==> src/rtl/decoder_stream_ctrl_pkg.sv <==
// Shared definitions for the decoder stream controller: bus widths,
// watchdog default and the controller state encoding.
package decoder_stream_ctrl_pkg;

  localparam int WORD_W          = 32;
  localparam int BLOCK_W         = 128;
  localparam int DEFAULT_TIMEOUT = 200;

  // Controller states; the encoding is shared so other blocks can decode it
  typedef enum logic [2:0] {
    ST_FILL   = 3'd0,
    ST_LAUNCH = 3'd1,
    ST_RUN    = 3'd2,
    ST_DRAIN  = 3'd3,
    ST_ERR    = 3'd4
  } state_t;

endpackage

==> src/rtl/decoder_stream_ctrl_if.sv <==
// Bundles the input stream, output stream and decoder handshake signals.
// The slave modport is the controller's view; master is the environment's.
interface decoder_stream_ctrl_if;
  import decoder_stream_ctrl_pkg::*;

  logic               in_valid;
  logic               in_ready;
  logic [WORD_W-1:0]  in_data;
  logic [BLOCK_W-1:0] key_in;

  logic               out_valid;
  logic               out_ready;
  logic [WORD_W-1:0]  out_data;

  logic               dec_enable;
  logic [BLOCK_W-1:0] dec_data;
  logic [BLOCK_W-1:0] dec_key;
  logic [BLOCK_W-1:0] dec_result;
  logic               dec_done;

  modport slave (
    input  in_valid, in_data, key_in, out_ready, dec_result, dec_done,
    output in_ready, out_valid, out_data, dec_enable, dec_data, dec_key
  );

  modport master (
    output in_valid, in_data, key_in, out_ready, dec_result, dec_done,
    input  in_ready, out_valid, out_data, dec_enable, dec_data, dec_key
  );

endinterface

==> src/rtl/decoder_stream_ctrl.sv <==
// Stream front/back end for the 128-bit block decoder: packs 32-bit words
// into a block, runs the decoder, and streams the result back out as words.
// A watchdog parks the controller in an error state if done never arrives.
module decoder_stream_ctrl
  import decoder_stream_ctrl_pkg::*;
#(
  parameter int WORDS   = 4,
  parameter int TIMEOUT = DEFAULT_TIMEOUT
) (
  input  logic                 clock,
  input  logic                 reset,
  decoder_stream_ctrl_if.slave bus,
  output logic                 busy,
  output logic                 timeout_err
);

  localparam int CNT_W  = $clog2(WORDS);
  localparam int WDOG_W = $clog2(TIMEOUT + 1);
  localparam logic [CNT_W-1:0]  LAST_WORD = CNT_W'(WORDS - 1);
  localparam logic [WDOG_W-1:0] WDOG_LAST = WDOG_W'(TIMEOUT - 1);

  state_t                       state;
  logic [CNT_W-1:0]             cnt;
  logic [WORDS-1:0][WORD_W-1:0] block_q;
  logic [WORDS-1:0][WORD_W-1:0] result_q;
  logic [BLOCK_W-1:0]           key_q;
  logic [WDOG_W-1:0]            wdog;

  // Handshake strobes decode straight from the state register so that
  // in_ready never depends on in_valid and out_valid never on out_ready.
  // dec_enable drops with done in RUN so the decoder freezes on that edge
  // instead of reloading, and it is forced low while reset is held.
  assign bus.in_ready   = (state == ST_FILL);
  assign bus.out_valid  = (state == ST_DRAIN);
  assign bus.out_data   = result_q[cnt];
  assign bus.dec_data   = block_q;
  assign bus.dec_key    = key_q;
  assign bus.dec_enable = !reset &&
                          ((state == ST_LAUNCH) ||
                           ((state == ST_RUN) && !bus.dec_done));
  assign busy           = (state != ST_FILL);

  // Main controller: word assembly, decoder launch/wait with watchdog,
  // result serialisation, and the sticky error trap.
  always_ff @(posedge clock) begin
    if (reset) begin
      state       <= ST_FILL;
      cnt         <= '0;
      block_q     <= '0;
      result_q    <= '0;
      key_q       <= '0;
      wdog        <= '0;
      timeout_err <= 1'b0;
    end else begin
      case (state)
        ST_FILL: begin
          if (bus.in_valid) begin
            block_q[cnt] <= bus.in_data;
            if (cnt == LAST_WORD) begin
              key_q <= bus.key_in;
              cnt   <= '0;
              state <= ST_LAUNCH;
            end else begin
              cnt <= cnt + 1'b1;
            end
          end
        end

        // Done may still be high from the previous block here; the
        // decoder clears it as it loads, so it is not looked at.
        ST_LAUNCH: begin
          wdog  <= '0;
          state <= ST_RUN;
        end

        ST_RUN: begin
          if (bus.dec_done) begin
            result_q <= bus.dec_result;
            cnt      <= '0;
            state    <= ST_DRAIN;
          end else if (wdog == WDOG_LAST) begin
            timeout_err <= 1'b1;
            state       <= ST_ERR;
          end else begin
            wdog <= wdog + 1'b1;
          end
        end

        ST_DRAIN: begin
          if (bus.out_ready) begin
            if (cnt == LAST_WORD) begin
              cnt   <= '0;
              state <= ST_FILL;
            end else begin
              cnt <= cnt + 1'b1;
            end
          end
        end

        // Only reset leaves the error trap.
        ST_ERR: begin
          state <= ST_ERR;
        end

        default: begin
          state <= ST_FILL;
        end
      endcase
    end
  end

endmodule
==> src/flat_wrapper.sv <==
// flat-port wrapper written by rule: the top's interface ports become plain ports
module decoder_stream_ctrl_flat import decoder_stream_ctrl_pkg::*;
#(
  parameter int WORDS   = 4,
  parameter int TIMEOUT = DEFAULT_TIMEOUT
)
  (clock, reset, busy, timeout_err, bus_in_valid, bus_in_data, bus_key_in, bus_out_ready, bus_dec_result, bus_dec_done, bus_in_ready, bus_out_valid, bus_out_data, bus_dec_enable, bus_dec_data, bus_dec_key);
  decoder_stream_ctrl_if bus_i ();
  input  logic clock;
  input  logic reset;
  output logic busy;
  output logic timeout_err;
  input wire logic [$bits(bus_i.in_valid)-1:0] bus_in_valid;
  input wire logic [$bits(bus_i.in_data)-1:0] bus_in_data;
  input wire logic [$bits(bus_i.key_in)-1:0] bus_key_in;
  input wire logic [$bits(bus_i.out_ready)-1:0] bus_out_ready;
  input wire logic [$bits(bus_i.dec_result)-1:0] bus_dec_result;
  input wire logic [$bits(bus_i.dec_done)-1:0] bus_dec_done;
  output wire logic [$bits(bus_i.in_ready)-1:0] bus_in_ready;
  output wire logic [$bits(bus_i.out_valid)-1:0] bus_out_valid;
  output wire logic [$bits(bus_i.out_data)-1:0] bus_out_data;
  output wire logic [$bits(bus_i.dec_enable)-1:0] bus_dec_enable;
  output wire logic [$bits(bus_i.dec_data)-1:0] bus_dec_data;
  output wire logic [$bits(bus_i.dec_key)-1:0] bus_dec_key;
  assign bus_i.in_valid = bus_in_valid;
  assign bus_i.in_data = bus_in_data;
  assign bus_i.key_in = bus_key_in;
  assign bus_i.out_ready = bus_out_ready;
  assign bus_i.dec_result = bus_dec_result;
  assign bus_i.dec_done = bus_dec_done;
  assign bus_in_ready = bus_i.in_ready;
  assign bus_out_valid = bus_i.out_valid;
  assign bus_out_data = bus_i.out_data;
  assign bus_dec_enable = bus_i.dec_enable;
  assign bus_dec_data = bus_i.dec_data;
  assign bus_dec_key = bus_i.dec_key;
  decoder_stream_ctrl #(.WORDS(WORDS), .TIMEOUT(TIMEOUT)) u_core (.clock(clock), .reset(reset), .bus(bus_i), .busy(busy), .timeout_err(timeout_err));
endmodule
==> config.mk <==
export PLATFORM = sky130hd
export DESIGN_NAME = decoder_stream_ctrl_flat
export DESIGN_NICKNAME = d
export VERILOG_FILES = /design/src/rtl/decoder_stream_ctrl_pkg.sv /design/src/rtl/decoder_stream_ctrl_if.sv /design/src/rtl/decoder_stream_ctrl.sv /design/src/flat_wrapper.sv
export SDC_FILE = /design/constraint.sdc
export NUM_CORES = 1
export LEC_CHECK = 0
export BUFFER_PORTS_ARGS = -buffer_cell sky130_fd_sc_hd__buf_2
export CORE_AREA = 4 4 228 230
export CTS_CLUSTER_SIZE = 20
export DETAILED_ROUTE_END_ITERATION = 7
export DIE_AREA = 0 0 232 234
export PLACE_DENSITY_LB_ADDON = 0.3
export SETUP_SLACK_MARGIN = 0.05
export SLEW_MARGIN = 0
export SYNTH_ARGS = -nofsm -noshare
export SYNTH_HDL_FRONTEND = slang
export SYNTH_SLANG_ARGS = --single-unit
==> constraint.sdc <==
create_clock -name clock -period 4.2 [get_ports clock]
set_input_delay 0.21 -clock clock [delete_from_list [all_inputs] [get_ports clock]]
set_output_delay 0.21 -clock clock [all_outputs]
set_load 0.05 [all_outputs]
## Word level (Yosys, flattened, before mapping)

Index checks and enable logic that the tools add are counted.

- Add/subtract/negate cells: 2
- Order comparisons: 2
- Eq/ne operators: 14
- Multiplexer cells: 20
- Bitwise gates (word level): 1
- Reductions and logical operators: 17

Operators with widths:

| operator | number |
|---|---|
| bitwise mux 128 bit | 1 |
| binary-select mux 32 bit (select 2 bit) | 1 |
| demux 32 bit (select 2 bit) | 1 |
| 2-to-1 mux 32 bit | 2 |
| 2-to-1 mux 3 bit | 6 |
| 2-to-1 mux 8 bit | 2 |
| case mux 8 bit (2 select lines) | 1 |
| case mux 3 bit (5 select lines) | 1 |
| inequality test 2 bit (second input constant) | 5 |
| AND reduction 3 bit | 3 |
| adder 8 x 1 -> 8 bit (second input constant) | 1 |
| == test 8 bit (second input constant) | 1 |
| 2-to-1 mux 2 bit | 4 |
| == test 3 x 2 -> 1 bit (second input constant) | 2 |
| case mux 2 bit (3 select lines) | 1 |
| nonzero test 3 bit | 2 |
| AND reduction 5 bit | 1 |
| inequality test 2 x 1 -> 1 bit (second input constant) | 2 |
| AND reduction 2 bit | 2 |
| AND reduction 4 bit | 1 |
| == test 3 x 1 -> 1 bit (second input constant) | 1 |
| == test 3 bit (second input constant) | 1 |
| logical AND 1 bit | 3 |
| zero test 3 bit | 1 |
| other kinds (9) | 10 |

- Register bits: 398
- Bits of input ports: 293
- Output and inout bits: 293
- Logic and storage cells: 69

## Depth between registers and ports, before layout

- Word-level depth: 5
- Mapped depth: 9
- Mapped depth without buffers: 5

## Worst setup path after synthesis

No wires, ideal clock.

- Path kind: register to output
- Start point: register u_core.state[1]
- End point: output bus_dec_enable
- Data arrival time: 2.011 ns
- Data required time: 3.990 ns
- Path slack: 1.979 ns
- Stages on the path, launching flop included: 4
- Buffers on the path: 1
- Cell sequence: dfxtp_1 > buf_4 > or3b_4 > a211oi_1

- Longest elaborated chain between the ends: 4
- Elaborated cells on any way between the ends: 5
- Classes of those cells: eq/ne: 2; reduce/logical: 3

RTL lines:

| what | line | text |
|---|---|---|
| from (decl) | decoder_stream_ctrl.sv:22 | `state_t state;` |
| from (signal assigned) | decoder_stream_ctrl.sv:47 | `state <= ST_FILL;` |
| from (signal assigned) | decoder_stream_ctrl.sv:62 | `state <= ST_LAUNCH;` |
| from (signal assigned) | decoder_stream_ctrl.sv:73 | `state <= ST_RUN;` |
| == test 3 x 2 -> 1 bit | decoder_stream_ctrl.sv:40 | `((state == ST_RUN) && !bus.dec_done));` |
| logical AND 1 bit | decoder_stream_ctrl.sv:40 |  |
| logical OR 1 bit (*) | decoder_stream_ctrl.sv:39 | `((state == ST_LAUNCH) \|\|` |
| logical AND 1 bit (*) | decoder_stream_ctrl.sv:38 | `assign bus.dec_enable = !reset &&` |
| to (decl) | flat_wrapper.sv:22 | `output wire logic [$bits(bus_i.dec_enable)-1:0] bus_dec_enable;` |

Every way passes the cells marked *; elsewhere a longest branch is shown, timed or not.

## Final worst setup path

- Start point: register u_core.cnt[0]
- End point: register u_core.block_q, in the netlist u_core.bus.dec_data[49]

- Longest elaborated chain between the ends: 5
- Elaborated cells on any way between the ends: 6
- Classes of those cells: order compare: 2; mux: 3; reduce/logical: 1

RTL lines:

| what | line | text |
|---|---|---|
| from (decl) | decoder_stream_ctrl.sv:23 | `logic [CNT_W-1:0] cnt;` |
| from (signal assigned) | decoder_stream_ctrl.sv:64 | `cnt <= cnt + 1'b1;` |
| from (signal assigned) | decoder_stream_ctrl.sv:95 | `cnt <= cnt + 1'b1;` |
| less-than comparator 2 x 3 -> 1 bit (implied by the code) / greater-or-equal comparator 2 x 1 -> 1 bit (equally long branches) | decoder_stream_ctrl.sv:58 | `block_q[cnt] <= bus.in_data;` |
| logical AND 1 bit (implied by the code) | decoder_stream_ctrl.sv:58 |  |
| 2-to-1 mux 32 bit (implied by the code) | decoder_stream_ctrl.sv:58 |  |
| demux 32 bit (select 2 bit) (*) | -- |  |
| bitwise mux 128 bit (*) | decoder_stream_ctrl.sv:58 |  |
| to (signal, indexed assignment) | decoder_stream_ctrl.sv:58 |  |
| to (decl) | decoder_stream_ctrl.sv:24 | `logic [WORDS-1:0][WORD_W-1:0] block_q;` |

Marks and branches as above.
A chain may end at the register's enable or synchronous reset.

==> flow_summary_export.csv <==
group,metric,value,unit
run_status,status,"complete, no violations",
grt,grt_max_degree,179,
floorplan,dieWidth,232,um
setup_path,path_class,"flip-flop to flip-flop",
route,dr.first_iter.drc_count,1199,
clock_network,cts_max_level,2,
clock_network,clkSinkCount,398,
power,ir_drop,0.295,mV
yosys,syn_area,15700,um^2
yosys,yosysWarnings,0,
floorplan,initial_core_util,31.5,%
yosys,synth_cells,1871,
power,power_density,389,nW/um^2
clock_network,post_cts_buffers,0,
clock_network,hold_buffers,289,
final_layout,syn_to_final_growth,48.3,%
timing,skew,19.5,ps
yosys,synth.net_count,2169,
yosys,synthFlopType,"dfxtp_1",
floorplan,core_area,49900,um^2
clock_network,clk_latency,560,ps
route,drt-vias-per-instance,5.12,
timing,finalCritPeriodShare,64.3,%
setup_path,crit_fanout,33,
floorplan,die_area,54300,um^2
grt,grt-ovfl-total,0,
grt,grt_pass1_vias,16800,
clock_network,cts_inserted_buffers,45,
final_layout,final_nets,2916,
flow_run,max_cap_violations,0,
clock_network,cts_root_buf,"clkbuf_16",
clock_network,cts_buffer_depth,3,
timing,drv_slew,0,
timing,setup_tns,0,ps
yosys,ys_types,40,
route,first_pass_iters,5,
route,drtAntennaViolNets,0,
placed_design,numPortBuffers,585,
placed_design,pre_cts_ws,1480,ps
placed_design,placed_area,18800,um^2
final_layout,fin_area,23300,um^2
yosys,synth-async-reset-ratio,0,%
min_path,hp-class,"input port to flip-flop",
floorplan,io_pins,586,
power,p_leak,9.31,nW
setup_path,arrival,3100,ps
floorplan,dieHeight,234,um
yosys,synth_area_per_cell,8.39,um^2
grt,grt_pass1_wl,91500,um
route,drc,0,
timing,fin_crit,2700,ps
setup_path,regToRegStartpoint,"u_core.cnt[0]",
route,vias,17000,
setup_path,worstPathRequired,4600,ps
power,finalPower,9.05,mW
timing,rsz0062_at_grt,"no",
grt,grt_antenna_before_repair,2,
setup_path,critPathCaptureType,"flip-flop",
route,wl,59800,um
min_path,min_from,"reset",
timing,holdWs,120,ps
clock_network,post_cts_resized,0,
final_layout,layout-drive-gt1-share,27.4,%
grt,track_usage,20.6,%
clock_network,clk_pin_slew_worst_paths,60,ps
yosys,synth_edf_count,0,
timing,fmax,0.370,GHz
timing,layout_setup_ws,1500,ps
route,wl_per_cell,18.0,um
clock_network,cts_tree,"built",
yosys,synth_seq_area_share,50.8,%
placed_design,place.gp.congestion,0.832,
setup_path,crit_start,"u_core.cnt[0]",
placed_design,hpwl,37400,um
timing,setup_violations,0,
timing,slew_headroom,19.9,%
timing,final-hold-violation-count,0,
timing,worst_pin_slew,1200,ps
floorplan,core.rowCount,82,
yosys,synth_seq_cells,398,
setup_path,start_kind,"flip-flop",
==> synthesized netlist by cell type, types with 3 or more instances <==
cell | instances | area share (%)
a211oi_1 | 5 | 0.24
a21oi_1 | 390 | 12
and2_1 | 3 | 0.12
buf_1 | 15 | 0.36
buf_2 | 56 | 1.8
buf_4 | 18 | 0.86
buf_6 | 5 | 0.36
clkbuf_1 | 104 | 2.5
dfxtp_1 | 398 | 51
ha_1 | 5 | 0.40
inv_1 | 10 | 0.24
mux2i_1 | 7 | 0.45
mux4_2 | 32 | 4.6
nand2_1 | 262 | 6.3
nand3_1 | 268 | 8.5
nand3b_1 | 5 | 0.24
nor2_1 | 3 | 0.072
o21ai_0 | 162 | 5.2
o21ai_1 | 96 | 3.1
==> where the power goes <==
group	switching (mW)	internal, mW
Clock	1.58	2.49
Combinational	0.692	0.414
Sequential	0.0359	3.84
==> flip-flops by register name, summed over array words and instances (netlist names) <==
signal and flops:
u_core.timeout_err 1, u_core.bus.dec_data 128, u_core.bus.dec_key 128, u_core.cnt 2, u_core.result_q 128, u_core.wdog 8
u_core.state 3
==> critical path: stages (launching register included) <==
cell,delay [ps]
dfxtp_2,500
buf_4,490
ha_1,230
buf_4,340
inv_1,530
o21ai_0,350
a21oi_1,100
==> per-stage QoR <==
| step | util, % | std cells |
|---|---|---|
| floorplan | - | 1871 |
| global placement | 37.8 | 2954 |
| detailed placement | 37.8 | 2954 |
| CTS | 46.7 | 3321 |
| global route | 46.7 | 3323 |
| finish | 46.7 | 3326 |
==> path summary, 6_finish.rpt <==
kind	end	slack, ps	depth (start not counted)
hold reg to reg	u_core.timeout_err	450	2
setup / recovery	u_core.bus.dec_data[49]	1500	6
hold / removal	u_core.bus.dec_key[80]	120	2
setup reg to reg	u_core.bus.dec_data[49]	1500	6
==> final cells by class <==
cell class	count	area, um^2
flip-flops and latches	398	7970
fillers	4725	26600
clock buffers	64	1360
repair buffers	898	6060
well taps	672	841
inverters	11	43.8
clock inverters	14	185
diodes	5	12.5
multi-input cells	1264	6810
==> logic make-up (layout without fill, tap and decap cells) <==
kind of cell | after synthesis | after routing | synth area share, %
AOI/OAI and AO/OA | 660 | 660 | 21.3
and+or+nand+nor | 559 | 559 | 16.3
DFF | 398 | 398 | 50.8
buffers and inverters | 209 | 987 | 6.11
muxes | 40 | 40 | 5.11
adders and majority gates | 5 | 5 | 0.399
other | 0 | 5 | 0
==> placed cells by master (no fill, tap or decap), types with 3 or more instances in the layout <==
cell type,netlist,layout
nand3b_1,5,5
ha_1,5,4
clkbuf_1,104,5
a211oi_1,5,5
nor2_1,3,3
clkbuf_8,0,12
a21oi_1,390,390
nand2_1,262,262
mux4_2,32,32
o21ai_0,162,162
clkinv_2,0,6
nand3_1,268,268
bufinv_16,0,4
inv_1,10,10
dfxtp_1,398,396
o21ai_1,96,96
buf_4,18,20
dlygate4sd3_1,0,289
diode_2,0,5
clkbuf_16,0,47
and2_1,3,3
mux2i_1,7,7
buf_2,56,584
buf_12,0,4
==> layer usage <==
layer | global-route usage (%) | part of all wire, %
met3 | 4.09 | 6.8
met5 | 0 | 0
met2 | 34.3 | 48
met4 | 10.3 | 4.9
met1 | 25.6 | 40
(Power assumes the default switching activity.)
